--- src/rtl/yuyv_capture_dma_if.sv ---
// Bus bundle for yuyv_capture_dma: CSR slave, YUYV pixel stream and 16-bit Avalon-MM write master.
// The slave modport is the capture block's view; the master modport is the surrounding system's view.
interface yuyv_capture_dma_if;
    logic [2:0]  s_address;
    logic        s_read;
    logic        s_write;
    logic [31:0] s_readdata;
    logic [31:0] s_writedata;
    logic [15:0] st_data;
    logic        st_valid;
    logic        st_sof;
    logic        st_ready;
    logic        m_waitrequest;
    logic [30:0] m_address;
    logic        m_write;
    logic [15:0] m_writedata;
    logic [1:0]  m_byteenable;
    logic        irq;

    modport slave (
        input  s_address, s_read, s_write, s_writedata,
        input  st_data, st_valid, st_sof,
        input  m_waitrequest,
        output s_readdata, st_ready,
        output m_address, m_write, m_writedata, m_byteenable,
        output irq
    );

    modport master (
        output s_address, s_read, s_write, s_writedata,
        output st_data, st_valid, st_sof,
        output m_waitrequest,
        input  s_readdata, st_ready,
        input  m_address, m_write, m_writedata, m_byteenable,
        input  irq
    );
endinterface

--- src/rtl/yuyv_capture_dma.sv ---
// Captures one YUYV 4:2:2 frame from a non-stallable camera stream into memory via a FIFO-fed write master.
// Optional macro CAPTURE_DROP_COUNT_EN adds a saturating dropped-word counter readable at CSR 6.
module yuyv_capture_dma #(
    parameter int FIFO_DEPTH = 16
) (
    input logic               clk,
    input logic               rst,
    yuyv_capture_dma_if.slave bus
);
    localparam int AW = $clog2(FIFO_DEPTH);
    localparam logic [AW:0] DEPTH_C = (AW + 1)'(FIFO_DEPTH);

    typedef enum logic [2:0] {
        S_IDLE,
        S_ARMED,
        S_CAPTURE,
        S_DRAIN,
        S_DONE
    } state_t;

    state_t state_q, state_d;

    logic [15:0] width_q, height_q;
    logic [30:0] dst_q, base_q;
    logic [31:0] size_q, n_q, accepted_q, retired_q;
    logic        err_q, ovf_q;
    logic [31:0] frame_words, wdata_swap, rdata;
    logic        start_req, capture_start, push_req, sof_err, busy, irq_c;

    logic [46:0]   fifo_mem [FIFO_DEPTH];
    logic [46:0]   head;
    logic [AW-1:0] wr_ptr_q, rd_ptr_q;
    logic [AW:0]   count_q;
    logic          full, empty, push, pop, drop;

`ifdef CAPTURE_DROP_COUNT_EN
    logic [31:0] drop_cnt_q;
`endif

    function automatic logic [31:0] bswap32(input logic [31:0] v);
        return {v[7:0], v[15:8], v[23:16], v[31:24]};
    endfunction

    function automatic logic [15:0] bswap16(input logic [15:0] v);
        return {v[7:0], v[15:8]};
    endfunction

    assign frame_words = {16'h0, width_q} * {16'h0, height_q};
    assign wdata_swap  = bswap32(bus.s_writedata);
    assign start_req   = bus.s_write && (bus.s_address == 3'd5);

    always_ff @(posedge clk) begin
        if (rst) state_q <= S_IDLE;
        else     state_q <= state_d;
    end

    always_comb begin
        state_d       = state_q;
        busy          = 1'b0;
        irq_c         = 1'b0;
        push_req      = 1'b0;
        capture_start = 1'b0;
        sof_err       = 1'b0;
        case (state_q)
            S_IDLE: begin
                if (start_req) begin
                    capture_start = 1'b1;
                    state_d = (frame_words == 32'd0) ? S_DONE : S_ARMED;
                end
            end
            S_ARMED: begin
                busy = 1'b1;
                if (bus.st_valid && bus.st_sof) begin
                    push_req = 1'b1;
                    state_d  = (n_q == 32'd1) ? S_DRAIN : S_CAPTURE;
                end
            end
            S_CAPTURE: begin
                busy = 1'b1;
                if (bus.st_valid && (accepted_q < n_q)) begin
                    push_req = 1'b1;
                    sof_err  = bus.st_sof;
                    if (accepted_q + 32'd1 == n_q) state_d = S_DRAIN;
                end
            end
            S_DRAIN: begin
                busy = 1'b1;
                if (retired_q == n_q) state_d = S_DONE;
            end
            S_DONE: begin
                irq_c   = 1'b1;
                state_d = S_IDLE;
            end
            default: state_d = S_IDLE;
        endcase
    end

    // A dropped word still retires its slot so the frame finishes, leaving a hole at its address.
    assign full  = (count_q == DEPTH_C);
    assign empty = (count_q == '0);
    assign pop   = !empty && !bus.m_waitrequest;
    assign push  = push_req && (!full || pop);
    assign drop  = push_req && full && !pop;

    always_ff @(posedge clk) begin
        if (rst) begin
            width_q    <= '0;
            height_q   <= '0;
            dst_q      <= '0;
            size_q     <= '0;
            n_q        <= '0;
            base_q     <= '0;
            accepted_q <= '0;
            retired_q  <= '0;
            err_q      <= 1'b0;
            ovf_q      <= 1'b0;
        end else begin
            if (bus.s_write) begin
                case (bus.s_address)
                    3'd0:    width_q  <= bswap16(bus.s_writedata[15:0]);
                    3'd1:    height_q <= bswap16(bus.s_writedata[15:0]);
                    3'd2:    dst_q    <= wdata_swap[31:1];
                    default: ;
                endcase
            end
            if (capture_start) begin
                n_q        <= frame_words;
                base_q     <= dst_q;
                accepted_q <= '0;
                retired_q  <= '0;
                err_q      <= 1'b0;
                ovf_q      <= 1'b0;
                size_q     <= '0;
            end else begin
                if (push_req) accepted_q <= accepted_q + 32'd1;
                retired_q <= retired_q + 32'(pop) + 32'(drop);
                if (sof_err) err_q <= 1'b1;
                if (drop)    ovf_q <= 1'b1;
                if (state_q == S_DONE) size_q <= {n_q[30:0], 1'b0};
            end
        end
    end

`ifdef CAPTURE_DROP_COUNT_EN
    always_ff @(posedge clk) begin
        if (rst || capture_start)            drop_cnt_q <= '0;
        else if (drop && drop_cnt_q != '1)   drop_cnt_q <= drop_cnt_q + 32'd1;
    end
`endif

    always_ff @(posedge clk) begin
        if (rst) begin
            wr_ptr_q <= '0;
            rd_ptr_q <= '0;
            count_q  <= '0;
        end else begin
            if (push) wr_ptr_q <= wr_ptr_q + 1'b1;
            if (pop)  rd_ptr_q <= rd_ptr_q + 1'b1;
            case ({push, pop})
                2'b10:   count_q <= count_q + 1'b1;
                2'b01:   count_q <= count_q - 1'b1;
                default: ;
            endcase
        end
    end

    // Each entry carries its frame word index so the address survives dropped neighbours.
    always_ff @(posedge clk) begin
        if (push) fifo_mem[wr_ptr_q] <= {accepted_q[30:0], bus.st_data};
    end

    assign head             = fifo_mem[rd_ptr_q];
    assign bus.m_write      = !empty;
    assign bus.m_address    = base_q + head[46:16];
    assign bus.m_writedata  = head[15:0];
    assign bus.m_byteenable = bus.m_write ? 2'b11 : 2'b00;
    assign bus.irq          = irq_c;
    assign bus.st_ready     = 1'b1;

    always_comb begin
        rdata = 32'hdeadbeef;
        if (bus.s_read) begin
            case (bus.s_address)
                3'd0:    rdata = {16'h0, bswap16(width_q)};
                3'd1:    rdata = {16'h0, bswap16(height_q)};
                3'd2:    rdata = bswap32({dst_q, 1'b0});
                3'd4:    rdata = bswap32(size_q);
                3'd5:    rdata = {5'b0, ovf_q, err_q, busy, 24'h0};
`ifdef CAPTURE_DROP_COUNT_EN
                3'd6:    rdata = bswap32(drop_cnt_q);
`endif
                default: rdata = 32'hdeadbeef;
            endcase
        end
    end

    assign bus.s_readdata = rdata;
endmodule

--- src/flat_wrapper.sv ---
// flat-port wrapper written by rule: the top's interface ports become plain ports
module yuyv_capture_dma_flat 
#(
    parameter int FIFO_DEPTH = 16
)
  (clk, rst, bus_s_address, bus_s_read, bus_s_write, bus_s_writedata, bus_st_data, bus_st_valid, bus_st_sof, bus_m_waitrequest, bus_s_readdata, bus_st_ready, bus_m_address, bus_m_write, bus_m_writedata, bus_m_byteenable, bus_irq);
  yuyv_capture_dma_if bus_i ();
  input logic clk;
  input logic rst;
  input wire logic [$bits(bus_i.s_address)-1:0] bus_s_address;
  input wire logic [$bits(bus_i.s_read)-1:0] bus_s_read;
  input wire logic [$bits(bus_i.s_write)-1:0] bus_s_write;
  input wire logic [$bits(bus_i.s_writedata)-1:0] bus_s_writedata;
  input wire logic [$bits(bus_i.st_data)-1:0] bus_st_data;
  input wire logic [$bits(bus_i.st_valid)-1:0] bus_st_valid;
  input wire logic [$bits(bus_i.st_sof)-1:0] bus_st_sof;
  input wire logic [$bits(bus_i.m_waitrequest)-1:0] bus_m_waitrequest;
  output wire logic [$bits(bus_i.s_readdata)-1:0] bus_s_readdata;
  output wire logic [$bits(bus_i.st_ready)-1:0] bus_st_ready;
  output wire logic [$bits(bus_i.m_address)-1:0] bus_m_address;
  output wire logic [$bits(bus_i.m_write)-1:0] bus_m_write;
  output wire logic [$bits(bus_i.m_writedata)-1:0] bus_m_writedata;
  output wire logic [$bits(bus_i.m_byteenable)-1:0] bus_m_byteenable;
  output wire logic [$bits(bus_i.irq)-1:0] bus_irq;
  assign bus_i.s_address = bus_s_address;
  assign bus_i.s_read = bus_s_read;
  assign bus_i.s_write = bus_s_write;
  assign bus_i.s_writedata = bus_s_writedata;
  assign bus_i.st_data = bus_st_data;
  assign bus_i.st_valid = bus_st_valid;
  assign bus_i.st_sof = bus_st_sof;
  assign bus_i.m_waitrequest = bus_m_waitrequest;
  assign bus_s_readdata = bus_i.s_readdata;
  assign bus_st_ready = bus_i.st_ready;
  assign bus_m_address = bus_i.m_address;
  assign bus_m_write = bus_i.m_write;
  assign bus_m_writedata = bus_i.m_writedata;
  assign bus_m_byteenable = bus_i.m_byteenable;
  assign bus_irq = bus_i.irq;
  yuyv_capture_dma #(.FIFO_DEPTH(FIFO_DEPTH)) u_core (.clk(clk), .rst(rst), .bus(bus_i));
endmodule
--- config.mk ---
export PLATFORM = sky130hd
export DESIGN_NAME = yuyv_capture_dma_flat
export DESIGN_NICKNAME = d
export VERILOG_FILES = /design/src/rtl/yuyv_capture_dma_if.sv /design/src/rtl/yuyv_capture_dma.sv /design/src/flat_wrapper.sv
export SDC_FILE = /design/constraint.sdc
export NUM_CORES = 2
export LEC_CHECK = 0
export ABC_CLOCK_PERIOD_IN_PS = 9010
export CORE_ASPECT_RATIO = 1.25
export CORE_MARGIN = 2
export CORE_UTILIZATION = 64
export CTS_BUF_LIST = sky130_fd_sc_hd__clkbuf_4
export CTS_CLUSTER_SIZE = 10
export DETAILED_ROUTE_END_ITERATION = 12
export PLACE_DENSITY = 0.78
export SLEW_MARGIN = 0
export SYNTH_ARGS = -nofsm -noshare
export SYNTH_HDL_FRONTEND = slang
export SYNTH_SLANG_ARGS = --single-unit
--- constraint.sdc ---
create_clock -name clk -period 9.01 [get_ports clk]
set_input_delay 1.802 -clock clk [delete_from_list [all_inputs] [get_ports clk]]
set_output_delay 1.802 -clock clk [all_outputs]
set_load 0.01 [all_outputs]
# Word-level counts from Yosys, hierarchy flattened
# Memories as Yosys holds them, arrays and structs flattened. A register that Yosys moved wholly into a read port is not among the register bits.
# Cells that the tools add are included.
dict set report op_classes {
  addsub 8
  mul 1
  n_lt_le_gt_ge 1
  eq_ne 19
  muxes 25
  reduce_logical 23
}
# cell count
set op_table {}
lappend op_table {{32-bit case mux with 5 select lines} 1}
lappend op_table {{32-bit by 1-bit adder with 32-bit output} 2}
lappend op_table {{32-bit equality test} 2}
lappend op_table {{32-bit by 1-bit adder with 32-bit output (second input constant)} 1}
lappend op_table {{32-bit by 1-bit equality test with 1-bit output (second input constant)} 1}
lappend op_table {{32-bit zero test} 1}
lappend op_table {{32-bit < comparator} 1}
lappend op_table {{16-bit by 16-bit multiplier with 32-bit output} 1}
lappend op_table {{32-bit two-way mux} 1}
lappend op_table {{31-bit adder} 1}
lappend op_table {{3-bit two-way mux} 6}
lappend op_table {{3-bit case mux with 4 select lines} 1}
lappend op_table {{1-bit two-way mux} 11}
lappend op_table {{2-bit by 1-bit inequality test with 1-bit output (second input constant)} 5}
lappend op_table {{5-bit case mux with 2 select lines} 1}
lappend op_table {{3-bit by 2-bit equality test with 1-bit output (second input constant)} 3}
lappend op_table {{3-bit equality test (second input constant)} 3}
lappend op_table {{4-bit by 1-bit adder with 4-bit output (second input constant)} 2}
lappend op_table {{4-bit two-way mux} 2}
lappend op_table {{1-bit logical AND} 7}
lappend op_table {{3-bit by 1-bit equality test with 1-bit output (second input constant)} 2}
lappend op_table {{3-bit zero test} 2}
lappend op_table {{2-bit AND reduction} 3}
lappend op_table {{5-bit by 1-bit adder with 5-bit output (second input constant)} 1}
lappend op_table {{13 further kinds} 16}
dict set report totals {
  register_bits 239
  mem_bits_rw 752
  out_inout_bits 84
  n_memories 1
}
# memory depth word_bits rd rd_clocked_by_memory_dff wr line_no
set mem_list {}
lappend mem_list {u_core.fifo_mem 16 47 1 1 1 yuyv_capture_dma.sv:30} ;# logic [46:0] fifo_mem [FIFO_DEPTH];

# Depth between registers and ports, before layout
dict set report logic_depth {
  ltp_word 7
  ltp_mapped 25
  depth_no_buf 23
}

# Worst setup path before layout
# OpenSTA, ideal clock, no wires.
dict set report synth_path {
  path_type {register to output}
  start {reg (tool-made name)}
  end {out bus_m_address[27]}
  arrival_ps 4918
  path_slack_ps 2290
  stages_incl_launch_ff 17
  path_buffers 3
  cell_sequence {dfxtp_1 clkbuf_1 clkbuf_1 buf_1 mux4_2 mux4_2 ha_1 and4_1 a211oi_1 o21ai_0 a21oi_1 nor2b_1 a221oi_2 o2111ai_1 a31o_2 a21oi_1 xnor2_1}
}
# element line_no
set synth_lines {}
lappend synth_lines {{end: declaration} flat_wrapper.sv:20} ;# output wire logic [$bits(bus_i.m_address)-1:0] bus_m_address;

==> metrics.md <==
| Metric | Value |
|---|---|
| Status | complete, no violations |
| Die Y | 318 um |
| RePlAce Congestion | 0.988 |
| Skew final | 63.4 ps |
| VDD IR-drop max | 0.0000863 V |
| CTS tree | built |
| Core Footprint | 0.0784 mm2 |
| Row cnt | 115 |
| Pleak | 21.0 nW |
| Antenna violations before repair | 2 |
| Cell Pwr Density | 154 mW/mm2 |
| Fraction of the cycle the final worst path needs | 96.3% |
| Main synth FF type | edfxtp_1 |
| Clock Root Buffer | clkbuf_4 |
| Syn Area/Cell | 13.3 um2 |
| DRT Pass-1 Iters | 6 |
| Setup TNS | 0 ps |
| Reg-to-reg startpoint | u_core.height_q[1]$_SDFFE_PP0P_ |
| DR WL met2 | 68.0 mm |
| I/O Buffers | 139 |
| Unique cell type count in the Yosys netlist | 82 |
| Synth Register Bits | 995 |
| Slew margin rel. | 18.0% |
| Drt first-iter violations | 3149 |
| Crit path buf inv count | 2 |
| Startpoint Class | flop |
| Endpoints failing setup | 0 |
| Number of synthesized flops with an enable pin | 752 |
| CP delay by family, top | compound AO/OA/AOI/OAI gates |
| Worst-path clk slew | 80 ps |
| Crit path required time | 7210 ps |
| ANT nets after route | 0 |
| FILL cells | 5204 |
| Metal3 WL | 10.3 mm |
| Crit-path max FO | 29 |
| Post-CTS Setup Inserts | 0 |
| P&R area growth vs syn | 10.7% |
| Clock Sink Count | 995 |
| Synth async-reset ratio | 0% |
| Worst EP arrival | 6880 ps |
| Slew @ Worst Pin | 1230 ps |
| Clock latency at the later pin of the worst-skew pair | 1060 ps |
| Overflow left after global routing | 0 |
| CP Capture Type | output pin |
| Slowest-stage cell, CP | dfxtp_4 |
| CP max stage delay | 770 ps |
| Total Wirelength | 133 mm |
| CTS Buffer Depth | 3 |
| Nets | 4453 |
| IO Pins | 142 |
| Die Wd | 255 um |
| Hold-fix buffers, CTS | 0 |
| GRT Util Overall | 33.6% |
| CTS H-tree lvls | 4 |
| Hold Path Class | reg -> reg |
| HP Start | u_core.size_q[2]$_SDFFE_PP0P_ |
| Drt via density | 6.25 |
| Layout cell share with drive strength beyond 1 | 16.3% |
| Largest net degree at the start of global routing | 107 |
| Total CTS buffers | 216 |
| Synth warnings | 0 |
| Critical path, cell by cell | buf_12, mux4_2, mux4_2, ha_1, a21o_1, a21oi_1, o21ai_0, a21oi_1, nor2b_1, a221oi_2, o2111ai_1, a31o_2, a21oi_1, xnor2_1, clkdlybuf4s50_1 |
| Slew Viols, Final | 0 |
| Max Cap Viol | 0 |
| Met1 WL | 45.7 mm |
| Vias in the first global route | 33300 |
| Fmax | 115 MHz |
| Wire per inst | 25.3 um |
| Final Hold Violating Endpoints | 0 |
| Post-Syn Area | 0.0505 mm2 |
| Vias | 32800 |
| Ranking of synthesized cells by area | edfxtp_1 (45%), mux4_2 (10%), dfxtp_1 (9.6%) |
| Most frequent cell after synthesis | edfxtp_1 |
| Uppermost layer routed | met4 |
| Cell mode on critical path | a21oi_1 |
| Final min period | 8680 ps |
| Final HPWL DP | 89.0 mm |
| Register area share after synthesis | 54.3% |
| Die area | 0.0812 mm2 |
| Crit path kind | reg -> out |
| Cell taking the most area after synthesis | edfxtp_1 |
| Final Util | 71.3% |
| Wire length of the first global-routing pass | 199 mm |
| CTS resizes | 0 |
| Initial core utilization | 64.4% |
| Synth cell count leaders | edfxtp_1 (752), nand2_1 (436), inv_1 (313) |
| DRC | 0 |
| Syn Nets | 4241 |
| Share of the synthesized area in the top cell type | 44.7% |
| Unrepaired setup endpoints after global routing | false |
| Gate Count Post-Synth | 3809 |
## tightest hold or removal path, delay by kind of cell, from the launching register on
family             cells  cell delay [ps]
and+or+nand+nor        1               50
DFF                    1              310
AOI/OAI and AO/OA      1               50
## placed cells by master, fill, tap and decap left out, drive strengths merged, types with 17 or more instances in the layout
cell,instances
a21oi,176
nor2b,20
nand2,436
o21a,23
nor3,36
nor4,28
nor2,155
buf,59
clkinv,73
inv,315
a21o,33
nand4,47
clkdlybuf4s50,137
a22o,30
mux4,235
xor2,114
fa,197
and3,29
ha,177
edfxtp,752
dfxtp,243
o21ai,87
and2,137
xnor2,75
nand3,53
clkbuf,309
o22ai,24
o211ai,17
## per-stage QoR
| stage | instance area, um2 | hold slack, ps | std cells | power (mW) | setup slack [ps] |
|---|---|---|---|---|---|
| global route | 55900 | 478 | 5248 | 8.86 | 81.3 |
| global placement | 53100 | 441 | 4856 | 5.24 | 1620 |
| floorplan | 50500 | 431 | 3809 | 5.12 | 2290 |
| CTS | 55900 | 459 | 5246 | 8.64 | 326 |
| finish | 55900 | 461 | 5248 | 8.60 | 332 |
| detailed placement | 53100 | 448 | 4856 | 5.24 | 1500 |
## metal layers
metal  global-route usage, %  vias to the layer above
li1                        -                    14300
met1                    39.1                    16300
met2                    57.6                     1718
met3                    6.60                      479
met4                    20.2                        0
met5                       0                        -
## kinds of logic after synthesis
| family | after synthesis | share of synthesized area (%) |
|---|---|---|
| other | 1 | 0.00742 |
| XOR/XNOR | 189 | 3.28 |
| AND/OR/NAND/NOR | 995 | 9.34 |
| flip-flops | 995 | 54.3 |
| multiplexers | 251 | 10.8 |
| AO/OA/AOI/OAI | 488 | 6.17 |
| buffers and inverters | 516 | 3.87 |
| adder cells (fa/ha/maj) | 374 | 12.2 |
## flip-flops by register name, summed over array words and instances (netlist names), named ones only
name               count
u_core.retired_q      32
u_core.dst_q          31
u_core.height_q       16
u_core.ovf_q           1
u_core.n_q            32
u_core.fifo_mem      752
u_core.accepted_q     32
u_core.size_q         31
u_core.state_q         3
u_core.err_q           1
u_core.count_q         5
u_core.rd_ptr_q        4
u_core.width_q        16
u_core.base_q         31
u_core.wr_ptr_q        4
## worst paths after layout
check	end	slack [ps]	cells after the start
setup / recovery	bus_m_address[27]	330	15
hold / removal	u_core.size_q[2]$_SDFFE_PP0P_	460	2
setup reg to reg	u_core.state_q[2]$_SDFFE_PP0P_	1530	21
hold reg to reg	u_core.size_q[2]$_SDFFE_PP0P_	460	2
## final cells by class
class | count | area, um2 | share of cell area [%]
clock buffers | 309 | 2320 | 4.15
well taps | 1053 | 1320 | 2.36
inverters | 314 | 1180 | 2.11
repair buffers | 196 | 1880 | 3.37
clock inverters | 81 | 494 | 0.884
flip-flops and latches | 995 | 27500 | 49.1
diodes | 2 | 5.00 | 0.00895
multi-input cells | 2298 | 21200 | 38.0
## where the power goes
| part | internal, mW | switching, mW | leakage [nW] |
|---|---|---|---|
| Combinational | 0.0922 | 0.140 | 10.3 |
| Sequential | 4.89 | 0.0272 | 9.11 |
| Clock | 1.73 | 1.72 | 1.67 |
Power figures use the tool's default switching activity.
